[config.mk]
export PLATFORM = sky130hd
export DESIGN_NAME = present80_core
export DESIGN_NICKNAME = d
export VERILOG_FILES = /design/src/rtl/present80_core.sv
export SDC_FILE = /design/constraint.sdc
export NUM_CORES = 1
export LEC_CHECK = 0
export BUFFER_PORTS_ARGS = -buffer_cell sky130_fd_sc_hd__buf_2
export CORE_MARGIN = 2
export CORE_UTILIZATION = 55
export CTS_CLUSTER_DIAMETER = 200
export DETAILED_ROUTE_END_ITERATION = 8
export GPL_ROUTABILITY_DRIVEN = 1
export HOLD_SLACK_MARGIN = 0.12
export PLACE_DENSITY = 0.8
export SLEW_MARGIN = 20
export SYNTH_ARGS = -nofsm -noshare
export SYNTH_HDL_FRONTEND = slang
export SYNTH_SLANG_ARGS = --single-unit
[constraint.sdc]
create_clock -name clk -period 7.87 [get_ports clk]
set_input_delay 0.787 -clock clk [delete_from_list [all_inputs] [get_ports clk]]
set_output_delay 0.787 -clock clk [all_outputs]
set_load 0.02 [all_outputs]
[src/rtl/present80_core.sv]
// present80_core: iterative PRESENT-80 encryption, one round per clock.
// The core runs free. It loads plaintext and key, performs 31 rounds, and then
// publishes the ciphertext on the edge that also performs the next load.
// Optional macro PRESENT_DONE_EN adds a one-clock 'done' strobe that is
// aligned with every update of 'result'.
module present80_core #(
  parameter int unsigned ROUNDS = 31
) (
  input  logic        clk,
  input  logic        rst,
  input  logic [0:63] state,
  input  logic [0:79] keys,
  output logic [0:63] result
`ifdef PRESENT_DONE_EN
  ,
  output logic        done
`endif
);

  localparam int unsigned DW  = 64;
  localparam int unsigned KW  = 80;
  localparam int unsigned RCW = 5;

  typedef enum logic {
    PH_LOAD = 1'b0,
    PH_RUN  = 1'b1
  } phase_t;

  phase_t           r_phase;
  phase_t           w_phase_nxt;
  logic [DW-1:0]    r_data;
  logic [DW-1:0]    w_data_nxt;
  logic [KW-1:0]    r_key;
  logic [KW-1:0]    w_key_nxt;
  logic [RCW-1:0]   r_rc;
  logic [RCW-1:0]   w_rc_nxt;
  logic [DW-1:0]    r_result;
  logic [DW-1:0]    w_result_nxt;
  logic             r_done;
  logic             w_done_nxt;
  logic [DW-1:0]    w_round_key;
  logic [DW-1:0]    w_round_out;

  // 4-bit PRESENT S-box
  function automatic logic [3:0] sbox(input logic [3:0] x);
    logic [3:0] y;
    case (x)
      4'h0: y = 4'hC;
      4'h1: y = 4'h5;
      4'h2: y = 4'h6;
      4'h3: y = 4'hB;
      4'h4: y = 4'h9;
      4'h5: y = 4'h0;
      4'h6: y = 4'hA;
      4'h7: y = 4'hD;
      4'h8: y = 4'h3;
      4'h9: y = 4'hE;
      4'hA: y = 4'hF;
      4'hB: y = 4'h8;
      4'hC: y = 4'h4;
      4'hD: y = 4'h7;
      4'hE: y = 4'h1;
      default: y = 4'h2;
    endcase
    return y;
  endfunction

  // S-box applied to all 16 nibbles
  function automatic logic [DW-1:0] s_layer(input logic [DW-1:0] x);
    logic [DW-1:0] y;
    y = '0;
    for (int n = 0; n < 16; n++) begin
      y[4*n +: 4] = sbox(x[4*n +: 4]);
    end
    return y;
  endfunction

  // Bit permutation: bit i goes to (16*i) mod 63, and bit 63 stays fixed
  function automatic logic [DW-1:0] p_layer(input logic [DW-1:0] x);
    logic [DW-1:0] y;
    y = '0;
    for (int i = 0; i < 63; i++) begin
      y[6'((16 * i) % 63)] = x[i];
    end
    y[63] = x[63];
    return y;
  endfunction

  // Key schedule: rotate left 61, S-box the top nibble, and XOR the round counter into [19:15]
  function automatic logic [KW-1:0] key_update(input logic [KW-1:0] k,
                                               input logic [RCW-1:0] r);
    logic [KW-1:0] t;
    t         = {k[18:0], k[79:19]};
    t[79:76]  = sbox(t[79:76]);
    t[19:15]  = t[19:15] ^ r;
    return t;
  endfunction

  assign w_round_key = r_key[79:16];
  assign w_round_out = p_layer(s_layer(r_data ^ w_round_key));

  // Phase register
  always_ff @(posedge clk or posedge rst) begin
    if (rst) r_phase <= PH_LOAD;
    else     r_phase <= w_phase_nxt;
  end

  // Next phase and datapath values.
  // A nonzero rc at LOAD means a round sequence has just finished. rc is 0
  // only after reset, so the first LOAD after reset does not publish a result.
  always_comb begin
    w_phase_nxt  = r_phase;
    w_data_nxt   = r_data;
    w_key_nxt    = r_key;
    w_rc_nxt     = r_rc;
    w_result_nxt = r_result;
    w_done_nxt   = 1'b0;
    case (r_phase)
      PH_LOAD: begin
        w_data_nxt  = state;
        w_key_nxt   = keys;
        w_rc_nxt    = RCW'(1);
        w_phase_nxt = PH_RUN;
        if (r_rc != '0) begin
          w_result_nxt = r_data ^ w_round_key;
          w_done_nxt   = 1'b1;
        end
      end
      PH_RUN: begin
        w_data_nxt = w_round_out;
        w_key_nxt  = key_update(r_key, r_rc);
        if (r_rc == RCW'(ROUNDS)) begin
          w_phase_nxt = PH_LOAD;
        end else begin
          w_rc_nxt = r_rc + RCW'(1);
        end
      end
      default: w_phase_nxt = PH_LOAD;
    endcase
  end

  // Datapath and output registers
  always_ff @(posedge clk or posedge rst) begin
    if (rst) begin
      r_data   <= '0;
      r_key    <= '0;
      r_rc     <= '0;
      r_result <= '0;
      r_done   <= 1'b0;
    end else begin
      r_data   <= w_data_nxt;
      r_key    <= w_key_nxt;
      r_rc     <= w_rc_nxt;
      r_result <= w_result_nxt;
      r_done   <= w_done_nxt;
    end
  end

  assign result = r_result;

`ifdef PRESENT_DONE_EN
  assign done = r_done;
`else
  logic w_done_unused;
  assign w_done_unused = r_done;
`endif

endmodule

Word-level counts from Yosys, hierarchy flattened:

Memories as Yosys holds them, arrays and structs flattened.
Cells that the tools add are included.

* bits in registers: 214
* memory bits (read-only): 1088
* input port bits: 146
* memories: 17

Memories
* (name not given): words 16, width 4, read ports 1, clocked after Yosys merged registers in 0, wr ports 0, RTL line 47 `case (x)`
* (name not given): words 16, width 4, read ports 1, clocked after Yosys merged registers in 0, wr ports 0, RTL line 47
* (name not given): words 16, width 4, read ports 1, clocked after Yosys merged registers in 0, wr ports 0, RTL line 47
* (name not given): words 16, width 4, read ports 1, clocked after Yosys merged registers in 0, wr ports 0, RTL line 47
* (name not given): words 16, width 4, read ports 1, clocked after Yosys merged registers in 0, wr ports 0, RTL line 47
* (name not given): words 16, width 4, read ports 1, clocked after Yosys merged registers in 0, wr ports 0, RTL line 47
* +11 memories

* add/subtract/negate cells: 1
* eq/ne operators: 2
* multiplexer cells: 6
* bitwise operators: 3
* reduce and logical (&&, ||, !) cells: 2

Operators with widths (count)
* $pmux 80 s2: 1
* $pmux 64 s2: 1
* $xor 64x64->64: 1
* $pmux 5 s2: 1
* $add 5x1->5 const B: 1
* $eq 5x5->1 const B: 1
* $mux 5: 1
* $reduce_bool 5->1: 1
* $xor 5x5->5: 1
* $ne 2x2->1 const B: 1
* $pmux 1 s2: 1
* $reduce_and 2->1: 1
* $mux 1: 1
* $not 1->1: 1

Depth between registers and ports, before layout:

* word-level depth: 3
* gate-level depth with buffers: 8

Worst setup path before layout:

No wires, ideal clock.

* path type: flip-flop to flip-flop
* from: reg r_key[16]
* to: reg r_key[78]
* arrival time: 1519 ps
* slack: 6226 ps
* stages on the path, launching flop included: 5
* path through: dfrtp_1 inv_1 ha_1 mux4_1 mux2_2

* cells in the longest elaborated chain, start to end: 2

RTL lines
* start: declaration: RTL line 33 `logic [KW-1:0] r_key;`
* start signal: assignment: RTL line 152 `r_key <= w_key_nxt;`
* $mem_v2 16x4
* $pmux 80 s2: RTL line 118 `case (r_phase)`
* net w_key_nxt[78]: RTL line 34 `logic [KW-1:0] w_key_nxt;`

The timed path passes the listed nets, and every way through them passes these cells.
A chain may end at the register's enable or synchronous reset.

Final worst setup path:

* from: reg r_phase
* to: reg r_result[38], in the netlist result[25]

* cells in the longest elaborated chain, start to end: 2

RTL lines
* start: declaration: RTL line 29 `phase_t r_phase;`
* start signal: assignment: RTL line 105 `else r_phase <= w_phase_nxt;`
* $not 1->1 (no line)
* $reduce_and 2->1 (no line)
* end signal: assignment: RTL line 154 `r_result <= w_result_nxt;`
* end: declaration: RTL line 37 `logic [DW-1:0] r_result;`

Every way passes these cells.

==> summary.txt <==
===================================================================================
Hold wc startpoint                                                     r_key[8]$_DFF_PP0_
Total routed wire length on the met1 layer                                 9.744 mm
Maximum number of pins on one net before global-route repair                    149
Sequential-to-total area share from yosys stat                               54.12%
Number of nets with antenna violations after routing                              0
Relative max-transition margin                                               33.54%
Worst setup path category                                                   reg2reg
Cell area after technology mapping                                     0.009894 mm^2
Share of final-layout standard cells stronger than drive strength 1          33.99%
Most frequently used flop master after synthesis                       sky130_fd_sc_hd__dfrtp_1
Leakage power of the design                                                5.644 nW
Number of cells traversed by the worst hold path                                  1
Setup TNS                                                                      0 ns
Ratio of final minimum period to clock period                                39.73%
Kind of start point of the critical path                                       flop
DR WL/cell                                                                 17.46 um
Unrepaired setup endpoints after global routing                                  no
Synth top area share                                                         54.12%
Number of antenna violations at the first check in global routing                 2
Post-synth top cells                                                   214 x sky130_fd_sc_hd__dfrtp_1, 100 x sky130_fd_sc_hd__mux2_2, 79 x sky130_fd_sc_hd__nor2_1
Iter 0 DRT Violations                                                           323
Instance count of the mapped netlist                                            848
Total die area                                                         0.01908 mm^2
Synthesized flop and latch total                                                214
Number of core rows                                                              49
Count of placed standard cells in the final layout, fillers left out           1296
Hold bufs inserted after CTS                                                      0
Wire length of the first global-routing pass                               35.73 mm
Measured slew at the worst slew-check pin                                 0.9969 ns
Area used by sequential logic in the layout                            0.005359 mm^2
Uppermost layer routed                                                         met5
Net count of the mapped netlist                                                1020
Warnings, synthesis                                                               0
Fill cell instance count of the final layout                                   1391
Post-route standard cell area excluding fillers                        0.01185 mm^2
Number of gates resized after CTS                                                 0
DR DRC count                                                                      0
Arrival time of data at the critical path endpoint                          3.51 ns
Portion of total power attributed to sequential cells                         40.8%
HPWL after detailed placement                                              16.15 mm
Slowest stage cell, crit path                                          sky130_fd_sc_hd__buf_4
Area grow syn2layout                                                         19.80%
Global placer's final weighted congestion                                    0.8167
CTS tree                                                                      built
Number of buffers created by CTS                                                 23
Worst-skew pair later-pin latency                                           0.50 ns
Cell chosen for the clock root                                         sky130_fd_sc_hd__clkbuf_16
# IOs                                                                           210
Effective utilization at floorplan                                           55.65%
Maximum level of the CTS H-tree                                                   1
Largest buffer count on any clock path                                            3
Number of cells after detailed placement                                       1253
Clock network power share                                                     30.2%
Register-to-register setup slack                                            4.74 ns
Class of the worst hold path                                                reg2reg
Ordered list of cells on the worst path                                buf_4 -> nor2_4 -> buf_4 -> mux2_2
Combinational fraction of design power                                        29.0%
Capture instance of the worst register-to-register path                result[25]$_DFFE_PP0P_
Hold EP                                                                r_key[69]$_DFF_PP0_
Required arrival time at the worst endpoint                                 8.25 ns
Number of nets in the finished design                                          1221
Placed Instance Area                                                   0.01109 mm^2
Count of final max-slew check failures                                            0
Overall via count from detail_route                                            6808
Max incr delay on CP                                                        0.77 ns
Vias per cell                                                                 5.253
Routed wl met2                                                             10.83 mm
Post-synthesis cell type count                                                   39
TritonCTS Sinks                                                                 214
Area of the core                                                       0.01778 mm^2
Total net switching power                                                  1.158 mW
Clock tree skew after final layout                                      0.008591 ns
Multi-input combinational cell area                                    0.004203 mm^2
Achievable clock frequency                                                319.8 MHz
Die width                                                                  138.1 um
Number of I/O port buffers                                                      209
Peak ir drop on the vdd network                                         0.0001960 V
Max Cap Violations                                                                0
R2r startpoint                                                         r_phase$_DFF_PP0_
Post-CTS setup buffer count                                                       0
Routed wire length on met3                                                 1.617 mm
Clk slew on worst S/H paths                                                 0.06 ns
Pwr Density                                                            303.9 mW/mm^2
Most common cell in the netlist                                        sky130_fd_sc_hd__dfrtp_1
Total length of routed wires                                               22.63 mm
Maximum net fanout on the critical path                                          76
Path depth of the worst reg2reg path                                              4
Element type at the critical path end                                          flop
Post-synth EDFFs                                                                  0
Clock period minus worst slack                                             3.127 ns
Most prevalent standard cell on the critical path                      sky130_fd_sc_hd__buf_4
Largest area contributor in the synthesized netlist                    sky130_fd_sc_hd__dfrtp_1
Asr flop ratio synth                                                         100.0%
Vias in the first global route                                                 6946
Outcome                                                                finished clean
Number of iterations in the first detailed-routing pass                           4
Switching Share                                                              32.16%
Final total power                                                          3.602 mW
Total Routing Usage GR                                                       23.50%
Remaining global-route overflow                                                   0
Leading cell types by total area after synthesis                       sky130_fd_sc_hd__dfrtp_1 54%, sky130_fd_sc_hd__mux2_2 11%, sky130_fd_sc_hd__xnor2_1 5.8%
Mean instance size in the synthesized netlist                            11.67 um^2
Number of setup violations in the final report                                    0
Floorplan die height                                                       138.1 um
Cell Int Power                                                             2.444 mW
Final hold violation count                                                        0
===================================================================================
==> power groups by stage <==
stage | clock network [mW] | registers (mW) | logic (mW)
3_5_place_dp | 0 | 1.49 | 1.04
6_report | 1.09 | 1.47 | 1.05
5_1_grt | 1.15 | 1.50 | 1.15
2_1_floorplan | 0 | 1.59 | 0.611
3_3_place_gp | 0 | 1.48 | 1.00
4_1_cts | 1.10 | 1.47 | 1.05
==> placed cells by master, fill, tap and decap left out, drive strengths merged, types with 31 or more instances in the layout <==
cell and count:
buf 214, nor2 81, nor2b 33, inv 39
a21oi 70, xor2 33, nand2 61, xnor2 70
mux2 104, dfrtp 214, clkbuf 31
==> how the worst max path moves through the flow <==
stage | cells past startpoint | start | slack, ns | to
final | 4 | r_phase$_DFF_PP0_ | 4.74 | result[25]$_DFFE_PP0P_
after global routing | 4 | r_phase$_DFF_PP0_ | 4.59 | result[5]$_DFFE_PP0P_
after CTS | 4 | r_phase$_DFF_PP0_ | 4.77 | result[3]$_DFFE_PP0P_
after detailed placement | 4 | r_phase$_DFF_PP0_ | 4.78 | result[3]$_DFFE_PP0P_
after global placement | 4 | r_phase$_DFF_PP0_ | 4.85 | result[5]$_DFFE_PP0P_
after floorplan | 1 | rst | 1.23 | r_data[0]$_DFF_PP0_
==> flip-flops by register name, summed over array words and instances, names as in the netlist <==
name / flops
r_rc: 5
r_key: 80
result: 64
r_phase: 1
r_data: 64
==> critical path, delay by kind of cell, from the launching register on <==
family	cells	cell delay (ns)
buffers and inverters	2	1.17
DFF	1	0.62
muxes	1	0.41
and+or+nand+nor	1	0.73
==> kinds of logic (layout without fill, tap and decap cells) <==
| family | count (synthesis) | after routing | synth area share (%) |
|---|---|---|---|
| other | 0 | 2 | 0 |
| XOR/XNOR | 103 | 103 | 9.497 |
| adder cells (fa/ha/maj) | 26 | 26 | 3.288 |
| AO/OA/AOI/OAI | 109 | 109 | 6.525 |
| AND/OR/NAND/NOR | 194 | 194 | 8.700 |
| buffers and inverters | 77 | 294 | 3.452 |
| flip-flops | 214 | 214 | 54.12 |
| multiplexers | 125 | 125 | 14.42 |
==> layout make-up <==
cell class | instances | area share, %
Sequential cell | 214 | 45.21
Timing Repair Buffer | 214 | 9.141
Tap cell | 229 | 2.417
Clock buffer | 31 | 5.362
Clock inverter | 10 | 1.077
Multi-Input combinational cell | 557 | 35.45
Inverter | 39 | 1.298
Antenna cell | 2 | 0.04222
==> metrics by stage <==
step           utilization [%]  hold slack, ns  setup slack, ns
2_1_floorplan                -          0.4542            1.232
3_3_place_gp             62.35          0.4572            4.845
3_5_place_dp             62.35          0.4609            4.781
4_1_cts                  66.64          0.4787            4.773
5_1_grt                  66.64          0.4975            4.589
6_report                 66.67          0.4713            4.743
==> per-layer routing <==
metal  vias up  global-route usage, %
li1       3263                      -
met1      3294                  32.14
met2       207                  38.51
met3        42                  5.715
met4         2                  5.371
met5         -                      0
Power figures use the tool's default switching activity.
